### src/rtl/ex_muldiv_pkg.sv
// Shared encodings for the EX-stage iterative multiply/divide unit.
// Op codes match the ID/EX control field driving ex_muldiv.
package ex_muldiv_pkg;

    localparam int MULDIV_ITERS = 32;

    localparam logic [1:0] OP_MULT  = 2'd0;
    localparam logic [1:0] OP_MULTU = 2'd1;
    localparam logic [1:0] OP_DIV   = 2'd2;
    localparam logic [1:0] OP_DIVU  = 2'd3;

    typedef enum logic [1:0] {
        ST_IDLE = 2'd0,
        ST_RUN  = 2'd1,
        ST_FIX  = 2'd2
    } muldiv_state_t;

endpackage

### src/rtl/ex_muldiv.sv
// Iterative MULT/MULTU/DIV/DIVU unit writing HI/LO after 32 steps.
// Operands run as magnitudes; signs are restored in the FIX state.
module ex_muldiv
    import ex_muldiv_pkg::*;
#(
    parameter int WIDTH = 32
) (
    input  logic             clock,
    input  logic             reset,
    input  logic             start,
    input  logic [1:0]       op,
    input  logic [WIDTH-1:0] r_data1,
    input  logic [WIDTH-1:0] r_data2,
    input  logic             flush,
    output logic             busy,
    output logic             done,
    output logic [WIDTH-1:0] hi,
    output logic [WIDTH-1:0] lo
);

    muldiv_state_t state_q, state_d;

    logic [5:0]         cnt_q;
    logic [1:0]         op_q;
    logic               sa_q;
    logic               neg_q;
    logic               bzero_q;
    logic [WIDTH-1:0]   a_raw_q;
    logic [WIDTH-1:0]   b_q;
    logic [2*WIDTH-1:0] acc_q;
    logic [WIDTH-1:0]   hi_q, lo_q;
    logic               done_q;

    logic               is_div;
    logic               signed_op;
    logic               sa, sb;
    logic [WIDTH-1:0]   mag_a, mag_b;
    logic [WIDTH:0]     sum;
    logic [WIDTH:0]     shifted;
    logic [WIDTH-1:0]   diff;
    logic [2*WIDTH-1:0] acc_step;
    logic [2*WIDTH-1:0] prod_fix;
    logic [WIDTH-1:0]   quo_fix, rem_fix;
    logic [WIDTH-1:0]   hi_d, lo_d;

    assign busy = (state_q != ST_IDLE);
    assign done = done_q;
    assign hi   = hi_q;
    assign lo   = lo_q;

    always_ff @(posedge clock) begin
        if (reset) state_q <= ST_IDLE;
        else       state_q <= state_d;
    end

    // Flush outranks start even in IDLE: a squashed instruction never launches.
    always_comb begin
        state_d = state_q;
        unique case (state_q)
            ST_IDLE: if (start && !flush) state_d = ST_RUN;
            ST_RUN: begin
                if (flush)
                    state_d = ST_IDLE;
                else if (cnt_q == 6'(MULDIV_ITERS - 1))
                    state_d = ST_FIX;
            end
            ST_FIX:  state_d = ST_IDLE;
            default: state_d = ST_IDLE;
        endcase
    end

    always_comb begin
        signed_op = (op == OP_MULT) || (op == OP_DIV);
        sa        = signed_op & r_data1[WIDTH-1];
        sb        = signed_op & r_data2[WIDTH-1];
        mag_a     = sa ? -r_data1 : r_data1;
        mag_b     = sb ? -r_data2 : r_data2;
    end

    // acc holds {product_hi, multiplier} or {remainder, dividend/quotient}.
    always_comb begin
        is_div  = (op_q == OP_DIV) || (op_q == OP_DIVU);
        sum     = {1'b0, acc_q[2*WIDTH-1:WIDTH]}
                + (acc_q[0] ? {1'b0, b_q} : {(WIDTH+1){1'b0}});
        shifted = {acc_q[2*WIDTH-1:WIDTH], acc_q[WIDTH-1]};
        diff    = shifted[WIDTH-1:0] - b_q;
        if (!is_div)
            acc_step = {sum, acc_q[WIDTH-1:1]};
        else if (shifted >= {1'b0, b_q})
            acc_step = {diff, acc_q[WIDTH-2:0], 1'b1};
        else
            acc_step = {shifted[WIDTH-1:0], acc_q[WIDTH-2:0], 1'b0};
    end

    always_comb begin
        prod_fix = neg_q ? -acc_q : acc_q;
        quo_fix  = neg_q ? -acc_q[WIDTH-1:0] : acc_q[WIDTH-1:0];
        rem_fix  = sa_q ? -acc_q[2*WIDTH-1:WIDTH] : acc_q[2*WIDTH-1:WIDTH];
        hi_d     = prod_fix[2*WIDTH-1:WIDTH];
        lo_d     = prod_fix[WIDTH-1:0];
        if (is_div) begin
            if (bzero_q) begin
                hi_d = a_raw_q;
                lo_d = {WIDTH{1'b1}};
            end else begin
                hi_d = rem_fix;
                lo_d = quo_fix;
            end
        end
    end

    always_ff @(posedge clock) begin
        if (reset) begin
            cnt_q   <= '0;
            op_q    <= '0;
            sa_q    <= 1'b0;
            neg_q   <= 1'b0;
            bzero_q <= 1'b0;
            a_raw_q <= '0;
            b_q     <= '0;
            acc_q   <= '0;
            hi_q    <= '0;
            lo_q    <= '0;
            done_q  <= 1'b0;
        end else begin
            done_q <= 1'b0;
            unique case (state_q)
                ST_IDLE: begin
                    if (start && !flush) begin
                        op_q    <= op;
                        sa_q    <= sa;
                        neg_q   <= sa ^ sb;
                        bzero_q <= (r_data2 == '0);
                        a_raw_q <= r_data1;
                        b_q     <= mag_b;
                        acc_q   <= {{WIDTH{1'b0}}, mag_a};
                        cnt_q   <= '0;
                    end
                end
                ST_RUN: begin
                    acc_q <= acc_step;
                    cnt_q <= cnt_q + 6'd1;
                end
                ST_FIX: begin
                    if (!flush) begin
                        hi_q   <= hi_d;
                        lo_q   <= lo_d;
                        done_q <= 1'b1;
                    end
                end
                default: ;
            endcase
        end
    end

endmodule

### config.mk
export PLATFORM = sky130hd
export DESIGN_NAME = ex_muldiv
export DESIGN_NICKNAME = d
export VERILOG_FILES = /design/src/rtl/ex_muldiv_pkg.sv /design/src/rtl/ex_muldiv.sv
export SDC_FILE = /design/constraint.sdc
export NUM_CORES = 1
export LEC_CHECK = 0
export BUFFER_PORTS_ARGS = -buffer_cell sky130_fd_sc_hd__buf_2
export CAP_MARGIN = 5
export CORE_MARGIN = 5
export CORE_UTILIZATION = 45
export CTS_CLUSTER_DIAMETER = 100
export DETAILED_ROUTE_END_ITERATION = 16
export GPL_ROUTABILITY_DRIVEN = 0
export RECOVER_POWER = 25
export SETUP_SLACK_MARGIN = 0.05
export SLEW_MARGIN = 10
export SYNTH_ARGS = -nofsm -noshare
export SYNTH_HDL_FRONTEND = slang
export SYNTH_SLANG_ARGS = --single-unit
### constraint.sdc
create_clock -name clock -period 8.7 [get_ports clock]
set_input_delay 1.74 -clock clock [delete_from_list [all_inputs] [get_ports clock]]
set_output_delay 1.74 -clock clock [all_outputs]
set_load 0.005 [all_outputs]
Word level (Yosys, flattened, before mapping):

Index checks and enable logic that the tools add are counted.

* register bits after elaboration: 206
* input bits: 70
* word-level logic and storage cells: 69

* $add $sub $neg: 8
* $lt $le $gt $ge: 1
* equality and inequality tests: 8
* mux-type cells: 21
* bitwise logic cells: 5
* reductions and logical operators: 14

Operator list (number)
* 32-bit two-way mux: 9
* 64-bit two-way mux: 4
* 32-bit negator: 4
* 64-bit case mux with 2 select lines: 1
* 64-bit negator: 1
* 32-bit by 32-bit adder with 33-bit output: 1
* 33-bit by 32-bit >= comparator with 1-bit output: 1
* 32-bit zero test: 1
* 32-bit subtractor: 1
* 6-bit case mux with 2 select lines: 1
* 2-bit equality test, second input constant: 4
* 2-bit AND reduction: 4
* 6-bit by 1-bit adder with 6-bit output, second input constant: 1
* 6-bit by 5-bit equality test with 1-bit output, second input constant: 1
* 2-bit two-way mux: 3
* 6-bit two-way mux: 1
* 2-bit zero test: 2
* 2-bit case mux with 2 select lines: 1
* 2-bit nonzero test: 2
* 3-bit != test, second input constant: 1
* 1-bit bitwise AND: 2
* 2-bit by 1-bit equality test with 1-bit output, second input constant: 1
* 1-bit logical OR: 2
* 2-bit != test, second input constant: 1
* 6 further kinds: 7

Depth between registers and ports, before layout:

* depth after elaboration: 6
* gate-level depth with buffers: 14
* mapped depth without buffers: 13

Worst setup path before layout:

Ideal clock, no wire load.

* kind: input port to flip-flop
* start: input r_data1[2]
* end: register acc_q[29]
* setup time: 0.114 ns
* data arrival time: 4.264 ns
* data required time: 8.586 ns
* setup slack: 4.322 ns
* cell stages on the path: 9
* path buffers: 0
* cells stage by stage: or3_1 -> or4_1 -> nand2b_1 -> or4_1 -> nand2b_1 -> o41ai_1 -> xnor2_1 -> nor2_1 -> a2111oi_0

* word-level cells in the longest chain between the ends: 4

Ends and longest elaborated chain
* from (decl): RTL line ex_muldiv.sv:12 `input logic [WIDTH-1:0] r_data1,`
* 32-bit negator: RTL line ex_muldiv.sv:76 `mag_a = sa ? -r_data1 : r_data1;`
* 32-bit two-way mux: RTL line ex_muldiv.sv:76
* 64-bit two-way mux: RTL line ex_muldiv.sv:129 `if (start && !flush) begin`
* 64-bit case mux with 2 select lines: RTL line ex_muldiv.sv:127 `unique case (state_q)`
* to (signal assigned): RTL line ex_muldiv.sv:136 `acc_q <= {{WIDTH{1'b0}}, mag_a};`
* to (signal assigned): RTL line ex_muldiv.sv:141 `acc_q <= acc_step;`
* to (decl): RTL line ex_muldiv.sv:30 `logic [2*WIDTH-1:0] acc_q;`

Every way passes these cells. The select of a mux whose other input is x is not followed.
A chain may end at the register's enable or synchronous reset.

==> impl_metrics.py <==
metrics = {
    "timing": {
        "slew-limit-headroom_pct": -32.1,
        "tns_ps": 0,
        "setup_violation_total_in_the_final_timing_report": 0,
        "rsz0062_at_grt": "false",
        "final_min_period_over_clock_period_pct": 56.4,
        "hold_violations": 0,
        "fmax_mhz": 204,
        "worstMarginPinSlew_ps": 1980,
        "timing_max_transition_violations_final": 42,
        "finalClockSkew_ps": 13.3,
        "setup_slack_of_the_critical_path_after_layout_ps": 3790,
        "layout_min_cycle_time_ps": 4910,
    },
    "global_route": {
        "pin_count_of_the_biggest_net_entering_global_routing": 109,
        "grt_pass1_vias": 14500,
        "grt_pass1_wl_um": 81900,
        "grt_antenna_before_repair": 3,
        "grt.total_usage_pct": 26.0,
        "gr-total-overflow": 0,
    },
    "floorplanning": {
        "core.rowCount": 68,
        "die_width_um": 196,
        "height_of_the_die_um": 196,
        "fp.dieArea_um2": 38500,
        "effective_utilization_at_floorplan_pct": 45.4,
        "floorplan.core_area_um2": 34400,
        "boundaryPins": 136,
    },
    "yosys": {
        "synth_mux_area_share_pct": 3.68,
        "synth_fa_ha_area_share_pct": 5.79,
        "synth_simple_gate_area_share_pct": 20.6,
        "syn_area_per_cell_um2": 7.36,
        "synth_fp_nets": 2260,
        "synth_top_family_by_area": "compound AO/OA/AOI/OAI gates",
        "postSynth.topFlopCell": "sky130_fd_sc_hd__dfxtp_1",
        "number_of_flops_mapped_to_enable_cells_by_yosys": 0,
        "synth_seq_area_share_pct": 26.3,
        "synth_cells": 2119,
        "synth_cell_types": 73,
        "synth-xor-area-share_pct": 11.1,
        "area_of_the_mapped_netlist_um2": 15600,
        "flop_and_latch_count_out_of_synthesis": 205,
        "synth_compound_gate_area_share_pct": 26.9,
        "ys_async_sr_fraction_pct": 0,
        "ys_warn_count": 0,
    },
    "critical_path": {
        "worst_setup_path_end_kind": "flip-flop",
        "path_max_fanout": 80,
        "timing.reg2reg.worst_path_depth": 13,
        "crit_slowest_cell": "sky130_fd_sc_hd__clkbuf_1",
        "required_ps": 9120,
        "worst-endpoint-arrival_ps": 5330,
        "critPathLaunchType": "primary input",
        "slowest_delay_ps": 1380,
        "path_class": "primary input to flip-flop",
        "list_of_cells_traversed_by_the_critical_path": "clkbuf_1 -> buf_4 -> buf_4 -> nor2_1 -> o21ai_0 -> a21oi_1 -> o21ai_0 -> nand2_1",
    },
    "power": {
        "total_leakage_power_nw": 6.65,
        "total_switching_power_w": 0.000807,
        "share_seq_of_total_power_pct": 39.2,
        "power.density_cell_area_nw_per_um2": 152,
        "relative_contribution_of_combinational_cells_to_total_power_pct": 19.2,
        "netSwitchingFraction_pct": 30.9,
        "internal-power_w": 0.00180,
        "clockPowerShare_pct": 41.6,
        "fin_total_pwr_w": 0.00261,
        "ir_worst_vdd_mv": 0.189,
    },
    "placed_design": {
        "place_worst_setup_slack_ps": 3740,
        "placed_cells_incl_taps": 2554,
        "post_detailed_placement_half_perimeter_wirelength_um": 38700,
        "port-buffer-count": 135,
    },
    "cells_and_area": {
        "layout.cells.most_common_list": "sky130_fd_sc_hd__nand2_1 (242), sky130_fd_sc_hd__nor2_1 (237), sky130_fd_sc_hd__dfxtp_1 (202)",
        "mostFrequentLayoutCell": "sky130_fd_sc_hd__nand2_1",
        "fin_cells": 2602,
        "drive_gt1_share_pct": 8.96,
        "seq_area_um2": 4110,
        "finish.net_count": 2267,
        "finalCoreUtilization_pct": 49.9,
        "synth_to_final_area_change_pct": 10.1,
        "final.fill_count": 3494,
        "multi_input_comb_area_um2": 10700,
    },
    "status": {
        "outcome": "finished, violations left",
        "violated_checks": "capacitance limit, slew limit",
    },
    "drt": {
        "met1Wirelength_um": 22800,
        "top_signal_layer_used": "met4",
        "drt-initial-drc-count": 1177,
        "antenna_left": 0,
        "routed-via-count": 15600,
        "post_drt_via_cell_ratio": 6.00,
        "wl_met3_um": 3280,
        "wl_met2_um": 23900,
        "drt-wirelength-per-cell_um": 20.1,
        "drt_pass1_iterations": 5,
        "detail_route.drc_violations": 0,
        "drt-total-wl_um": 52300,
    },
    "clock_tree": {
        "cts_hold_fix_bufs": 0,
        "cts_post_setup_buffers_inserted": 0,
        "tritoncts": "done",
        "post_cts_resize_count": 0,
        "cts.htree.levels": 1,
        "clkLatencyLatePin_ps": 540,
        "tritoncts.num_buffers": 25,
        "cts.clk_slew.worst_paths_ps": 60,
        "cts_sinks": 205,
        "cts_root_buffer": "sky130_fd_sc_hd__clkbuf_16",
        "clk_path_buf_depth": 3,
    },
    "worst_hold_path": {
        "holdCritPathClass": "flip-flop to flip-flop",
        "holdPathStages": 2,
    },
    "flow_run": {
        "maxCapViolations": 1,
    },
}
## worst max-delay path: cells and delay by family
kind | cells | cell delay [ps]
simple gates | 2 | 280
compound gates | 3 | 260
buf+inv | 3 | 2910
## flip-flops by register name, summed over array words and instances, names as in the netlist, 2 cells and up
signal,cells
acc_q,64
a_raw_q,32
b_q,32
hi,32
lo,32
cnt_q,6
state_q,2
## final cells by class
class | count | area share (%)
multi-input combinational | 1683 | 62.1
sequential | 205 | 23.9
timing repair buffer | 154 | 4.46
clock buffer | 30 | 3.93
tap | 455 | 3.32
inverter | 57 | 1.25
clock inverter | 15 | 1.01
antenna | 3 | 0.0437
## Yosys cell counts (all sizes together), types with 10 or more instances
cell    count  area, um^2
dfxtp     205        4100
a22oi      20         150
o21a       11        82.6
nor4       15        93.8
xnor2      98         858
buf        22        97.6
a21o       35         263
nand2     242         908
nor2      238         893
o21ai     145         726
o211ai     30         225
xor2       99         867
a311oi     10        87.6
nand4      18         113
a21oi     183         916
or4        14         109
nor2b      19         119
o31ai      32         259
or3        37         241
ha         69         863
mux2i      54         541
clkbuf    152         571
nand2b     12        82.6
inv        57         214
o41ai      12         128
a31oi      14        87.6
nor3       49         245
nand3      24         120
a211oi    108         816
## stage by stage
step	area (um^2)	hold WS, ps
after global placement	16400	445
after global routing	17200	476
final	17200	453
after floorplan	15600	432
after detailed placement	16400	444
after CTS	17200	453
## worst paths after layout
path	slack [ps]	endpoint	startpoint
max	3790	hi[15]	reset
min	450	a_raw_q[8]	a_raw_q[8]
max reg2reg	4420	acc_q[62]	acc_q[31]
min reg2reg	450	a_raw_q[8]	a_raw_q[8]
## power groups by stage
| stage | Clock (W) | Combinational, W | Sequential, W |
|---|---|---|---|
| after global routing | 0.00114 | 0.000548 | 0.00103 |
| after floorplan | 0 | 0.000372 | 0.00101 |
| after global placement | 0 | 0.000491 | 0.00104 |
| final | 0.00109 | 0.000501 | 0.00102 |
| after detailed placement | 0 | 0.000495 | 0.00104 |
| after CTS | 0.00111 | 0.000497 | 0.00102 |
## cells by family (layout without fill, tap and decap cells)
family | count (synthesis) | after routing
fa+ha+maj | 71 | 71
buf+inv | 231 | 256
compound gates | 651 | 651
xor+xnor | 197 | 197
flops | 205 | 205
mux | 57 | 57
other cells | 0 | 3
simple gates | 707 | 707
## routing by layer
metal	track usage [%]	up-vias
met1	35.1	7332
met4	10.1	0
li1	-	7611
met3	2.85	97
met2	42.8	575
met5	0	-
No activity file was read; power rests on OpenSTA's default activity.
